<file path="src/rtl/id_hazard_stall_ctrl.sv">
// id_hazard_stall_ctrl
//   Decode-stage hazard controller for a 5-stage MIPS pipeline. It detects load-use
//   and branch-operand hazards against the ID instruction, freezes PC and IF/ID,
//   inserts bubbles into ID/EX, flushes IF/ID on taken branches and jumps, and
//   counts stall cycles.
//
//   Optional feature macro: STALL_COUNTER_EN
//     defined     -> saturating stall-cycle counter on stall_cnt
//     not defined -> no counter flops, stall_cnt tied to zero
//
// Ports
//   clk, reset                    clock (rising edge), asynchronous active-high reset
//   id_rs, id_rt                  source register fields of the IF/ID instruction
//   id_uses_rs, id_uses_rt        ID instruction actually reads rs / rt
//   id_is_branch, id_branch_taken beq/bne in ID and its compare result
//   id_is_jump                    j/jal/jr in ID
//   ex_regwrite, ex_memread       ID/EX writes a register / is a load
//   ex_dst                        ID/EX destination register
//   mem_memread, mem_dst          EX/MEM is a load / its destination register
//   pc_write, if_id_write         load enables for PC and IF/ID
//   id_ex_bubble                  zero ID/EX control fields this cycle
//   if_id_flush                   clear IF/ID to nop at the next edge
//   stall_cnt                     stall cycles since reset (saturating)
module id_hazard_stall_ctrl #(
    parameter int unsigned CNT_W        = 16,
    parameter bit          BRANCH_IN_ID = 1'b1
) (
    input  logic             clk,
    input  logic             reset,
    input  logic [4:0]       id_rs,
    input  logic [4:0]       id_rt,
    input  logic             id_uses_rs,
    input  logic             id_uses_rt,
    input  logic             id_is_branch,
    input  logic             id_branch_taken,
    input  logic             id_is_jump,
    input  logic             ex_regwrite,
    input  logic             ex_memread,
    input  logic [4:0]       ex_dst,
    input  logic             mem_memread,
    input  logic [4:0]       mem_dst,
    output logic             pc_write,
    output logic             if_id_write,
    output logic             id_ex_bubble,
    output logic             if_id_flush,
    output logic [CNT_W-1:0] stall_cnt
);

    typedef enum logic [1:0] {
        StRun   = 2'b00,
        StHold1 = 2'b01,
        StHold2 = 2'b10
    } state_t;

    state_t state_q, state_d;

    logic ex_hit, mem_hit, need2, need1;

    // Register 0 is hard-wired to zero, so it can never carry a dependency.
    assign ex_hit  = (ex_dst != 5'd0) &&
                     ((id_uses_rs && (ex_dst == id_rs)) || (id_uses_rt && (ex_dst == id_rt)));
    assign mem_hit = (mem_dst != 5'd0) &&
                     ((id_uses_rs && (mem_dst == id_rs)) || (id_uses_rt && (mem_dst == id_rt)));

    // A load in EX feeding a branch needs two cycles: one to reach MEM, one more for
    // the loaded value to become forwardable into the ID comparator.
    assign need2 = BRANCH_IN_ID && id_is_branch && ex_memread && ex_hit;
    assign need1 = !need2 &&
                   ((ex_memread && ex_hit) ||
                    (BRANCH_IN_ID && id_is_branch && ex_regwrite && ex_hit) ||
                    (BRANCH_IN_ID && id_is_branch && mem_memread && mem_hit));

    always_comb begin
        state_d      = StRun;
        pc_write     = 1'b1;
        if_id_write  = 1'b1;
        id_ex_bubble = 1'b0;
        if_id_flush  = 1'b0;
        if (reset) begin
            pc_write     = 1'b0;
            if_id_write  = 1'b0;
            id_ex_bubble = 1'b1;
        end else begin
            case (state_q)
                StRun: begin
                    if (need2 || need1) begin
                        pc_write     = 1'b0;
                        if_id_write  = 1'b0;
                        id_ex_bubble = 1'b1;
                        state_d      = need2 ? StHold1 : StRun;
                    end else begin
                        // Branch outcome is only trusted when the operands were not stalled.
                        if_id_flush = id_is_jump || (id_is_branch && id_branch_taken);
                    end
                end
                StHold1, StHold2: begin
                    pc_write     = 1'b0;
                    if_id_write  = 1'b0;
                    id_ex_bubble = 1'b1;
                    state_d      = StRun;
                end
                default: state_d = StRun;
            endcase
        end
    end

    always_ff @(posedge clk or posedge reset) begin
        if (reset) begin
            state_q <= StRun;
        end else begin
            state_q <= state_d;
        end
    end

`ifdef STALL_COUNTER_EN
    logic [CNT_W-1:0] cnt_q;

    always_ff @(posedge clk or posedge reset) begin
        if (reset) begin
            cnt_q <= '0;
        end else if (!pc_write && (cnt_q != {CNT_W{1'b1}})) begin
            cnt_q <= cnt_q + CNT_W'(1);
        end
    end

    assign stall_cnt = cnt_q;
`else
    assign stall_cnt = '0;
`endif

endmodule

</file>
<file path="config.mk">
export PLATFORM = sky130hd
export DESIGN_NAME = id_hazard_stall_ctrl
export DESIGN_NICKNAME = d
export VERILOG_FILES = /design/src/rtl/id_hazard_stall_ctrl.sv
export SDC_FILE = /design/constraint.sdc
export NUM_CORES = 1
export LEC_CHECK = 0
export CAP_MARGIN = 30
export CORE_UTILIZATION = 28
export DETAILED_ROUTE_END_ITERATION = 8
export PLACE_DENSITY = 0.76
export SLEW_MARGIN = 30
export SYNTH_ARGS = -nofsm -noshare
export SYNTH_HDL_FRONTEND = slang
export SYNTH_SLANG_ARGS = --single-unit
</file>
<file path="constraint.sdc">
create_clock -name clk -period 2.01 [get_ports clk]
set_input_delay 0.402 -clock clk [delete_from_list [all_inputs] [get_ports clk]]
set_output_delay 0.402 -clock clk [all_outputs]
set_load 0.005 [all_outputs]
</file>
==> flow_summary.yaml <==
synthesis:
  synth_top_area_share_pct: 36.3
  yosysWarningCount: 0
  postSynthAreaPerCell_um2: 7.32
  synth_area_um2: 483
  yosys-top-cells-area: "sky130_fd_sc_hd__xnor2_1 36%, sky130_fd_sc_hd__buf_4 26%, sky130_fd_sc_hd__dfrtp_1 5.2%, sky130_fd_sc_hd__nand4_1 5.2%, sky130_fd_sc_hd__nand2_1 4.7%"
  flip_flop_and_latch_count_after_synthesis: 1
  post_synth_inst_count: 66
  synth.yosys.seq_area_share_pct: 5.18
  synth_top_cell_by_area: "sky130_fd_sc_hd__xnor2_1"
  yosysUniqueCellTypes: 16
global_routing:
  grt-ovfl-total: 0
  grt_antenna_before_repair: 0
  vias_in_the_first_global_route: 515
  global_route_wire_length_before_repair_um: 2130
  global_route.usage.total_pct: 14.1
  largest_net_degree_at_the_start_of_global_routing: 5
placed_design:
  place.detailed.instances: 118
  cell_area_reported_after_detailed_placement_um2: 800
  buffer_ports.inserted: 33
  place_congestion: 0.776
  dpl_wire_length_um: 1130
worst_setup_path:
  worst_r2r_startpoint: "state_q[0]$_DFF_PP0_"
  cp-end-kind: "output pin"
  worst_setup_path_start_kind: "input pin"
  timing.critical_path.from: "ex_dst[4]"
  worst-endpoint-required_ns: 1.61
  critPathArrivalTime_ns: 1.59
  critical_path_maximum_fanout: 3
  timing.setup.critical_path_class: "in2out"
detailed_routing:
  wl_per_cell_um: 11.2
  dr.pass1.iters: 6
  drt.antenna.violating_nets: 0
  routed_wirelength_um: 1330
  drc_violations: 8
  via_count_normalized_by_instance_count: 4.39
  drt_iter0_markers: 10
  num_vias: 522
floorplan:
  ios: 50
  design.die.area_um2: 1890
  fp.dieH_um: 43.5
  placeableCoreArea_um2: 1560
  initial_utilization_pct: 31.0
  core.rowCount: 14
  die_w_um: 43.5
timing:
  finalMaxSlewViolations: 0
  finalCritPeriodShare_pct: 98.9
  setup_viol: 0
  timing.clock.skew_ns: 0
  hold_slack_ns: 0.604
  final_min_period_ns: 1.99
  final_hold_viol_count: 0
  setup_tns_ns: 0
  unrepaired_setup_endpoints_after_global_routing: "true"
  achievable-frequency_ghz: 0.503
cells_and_area:
  final_common_cell: "sky130_fd_sc_hd__xnor2_1"
  regMostFlops: "state_q"
  layout_common_cells: "17 x sky130_fd_sc_hd__xnor2_1, 16 x sky130_fd_sc_hd__conb_1, 10 x sky130_fd_sc_hd__clkbuf_2"
  design.final.nets: 135
  antenna_cells: 0
  largest_reg_flops: 1
  flow.area_growth_from_synthesis_pct: 65.5
  count_of_non_filler_cells_in_the_finished_layout: 119
  share_of_post_route_cells_with_drive_strength_above_1_pct: 32.0
  stdcell_area_um2: 800
  top_regs: "state_q (1)"
run_status:
  outcome: "complete, but fails checks"
  violated_checks: "DRC"
cts:
  count_of_hold_fix_buffers_inserted_at_cts: 0
  worst_setup_hold_path_clk_slew_ns: 0
  worst_skew_pair.late_latency_ns: 0
power_and_ir_drop:
  power.density_cell_area_nw_per_um2: 221
  leakage_power_nw: 0.357
  vdd_drop_max_v: 0.000100
  power.total_uw: 177
flow_run:
  drv.max_cap_violation_count: 0
worst_hold_path:
  worst_hold_path_type: "in2async"
[cell families after synthesis]
logic type,count (synthesis),synth area share [%]
XOR/XNOR,20,36.3
AO/OA/AOI/OAI,5,8.29
buffers and inverters,18,27.2
other,1,0.776
flip-flops,1,5.18
AND/OR/NAND/NOR,21,22.3
[through the flow]
| stage | utilization, % | setup WS (ns) |
|---|---|---|
| 2_1_floorplan | - | 0.186 |
| 3_3_place_gp | 51.3 | -0.700 |
| 3_5_place_dp | 51.3 | -0.723 |
| 4_1_cts | 52.1 | -0.0163 |
| 5_1_grt | 51.3 | -0.0220 |
| 6_report | 51.3 | 0.0218 |
[area by class of cell]
cell class / instances / area (µm²)
repair buffers: 39 / 312
fillers: 153 / 759
well taps: 16 / 20.0
inverters: 1 / 3.75
multi-input cells: 62 / 439
flip-flops and latches: 1 / 25.0
[where the power goes]
part | internal [mW] | leakage (nW) | switching, mW
Clock | 0 | 0 | 0
Combinational | 0.0895 | 0.343 | 0.0664
Sequential | 0.0206 | 0.0140 | 0.0000500
[worst max-delay path, cell delays in order]
cell                              delay, ns
sky130_fd_sc_hd__clkdlybuf4s15_1       0.23
sky130_fd_sc_hd__xnor2_1               0.16
sky130_fd_sc_hd__nand4_1               0.14
sky130_fd_sc_hd__o22ai_2               0.24
sky130_fd_sc_hd__nand3_2               0.12
sky130_fd_sc_hd__and3_1                0.18
sky130_fd_sc_hd__buf_2                 0.12
[path summary, 6_finish.rpt]
check                                       end  slack [ns]  cells past startpoint
max                                 if_id_flush        0.02                      7
min                        state_q[0]$_DFF_PP0_        0.60                      2
max reg2reg                state_q[0]$_DFF_PP0_        1.08                      4
min reg2reg                state_q[0]$_DFF_PP0_        0.68                      4
max in group asynchronous  state_q[0]$_DFF_PP0_        1.31                      2
min in group clk           state_q[0]$_DFF_PP0_        0.68                      4
[Yosys cell counts]
cell	number
sky130_fd_sc_hd__nor3_1	2
sky130_fd_sc_hd__a21o_1	1
sky130_fd_sc_hd__nand3_1	3
sky130_fd_sc_hd__inv_1	1
sky130_fd_sc_hd__or4_4	1
sky130_fd_sc_hd__dfrtp_1	1
sky130_fd_sc_hd__a21oi_1	1
sky130_fd_sc_hd__buf_4	17
sky130_fd_sc_hd__o22ai_1	2
sky130_fd_sc_hd__o2111ai_2	1
sky130_fd_sc_hd__and3_1	2
sky130_fd_sc_hd__xnor2_1	20
sky130_fd_sc_hd__nor2_1	3
sky130_fd_sc_hd__nand4_1	4
sky130_fd_sc_hd__conb_1	1
sky130_fd_sc_hd__nand2_1	6
[metal layers]
metal,global-route usage [%],part of all wire (%),wire length (µm)
met1,16.9,39,526
met2,28.2,52,698
met3,1.67,8.1,108
met4,0,0,0
met5,0,0,0
[timing repair]
item	CTS	global route
setup buffers	1	0
resized for setup	62	26
endpoints found under the setup margin	4	4
pin swaps	13	21
(Power assumes the default switching activity.)
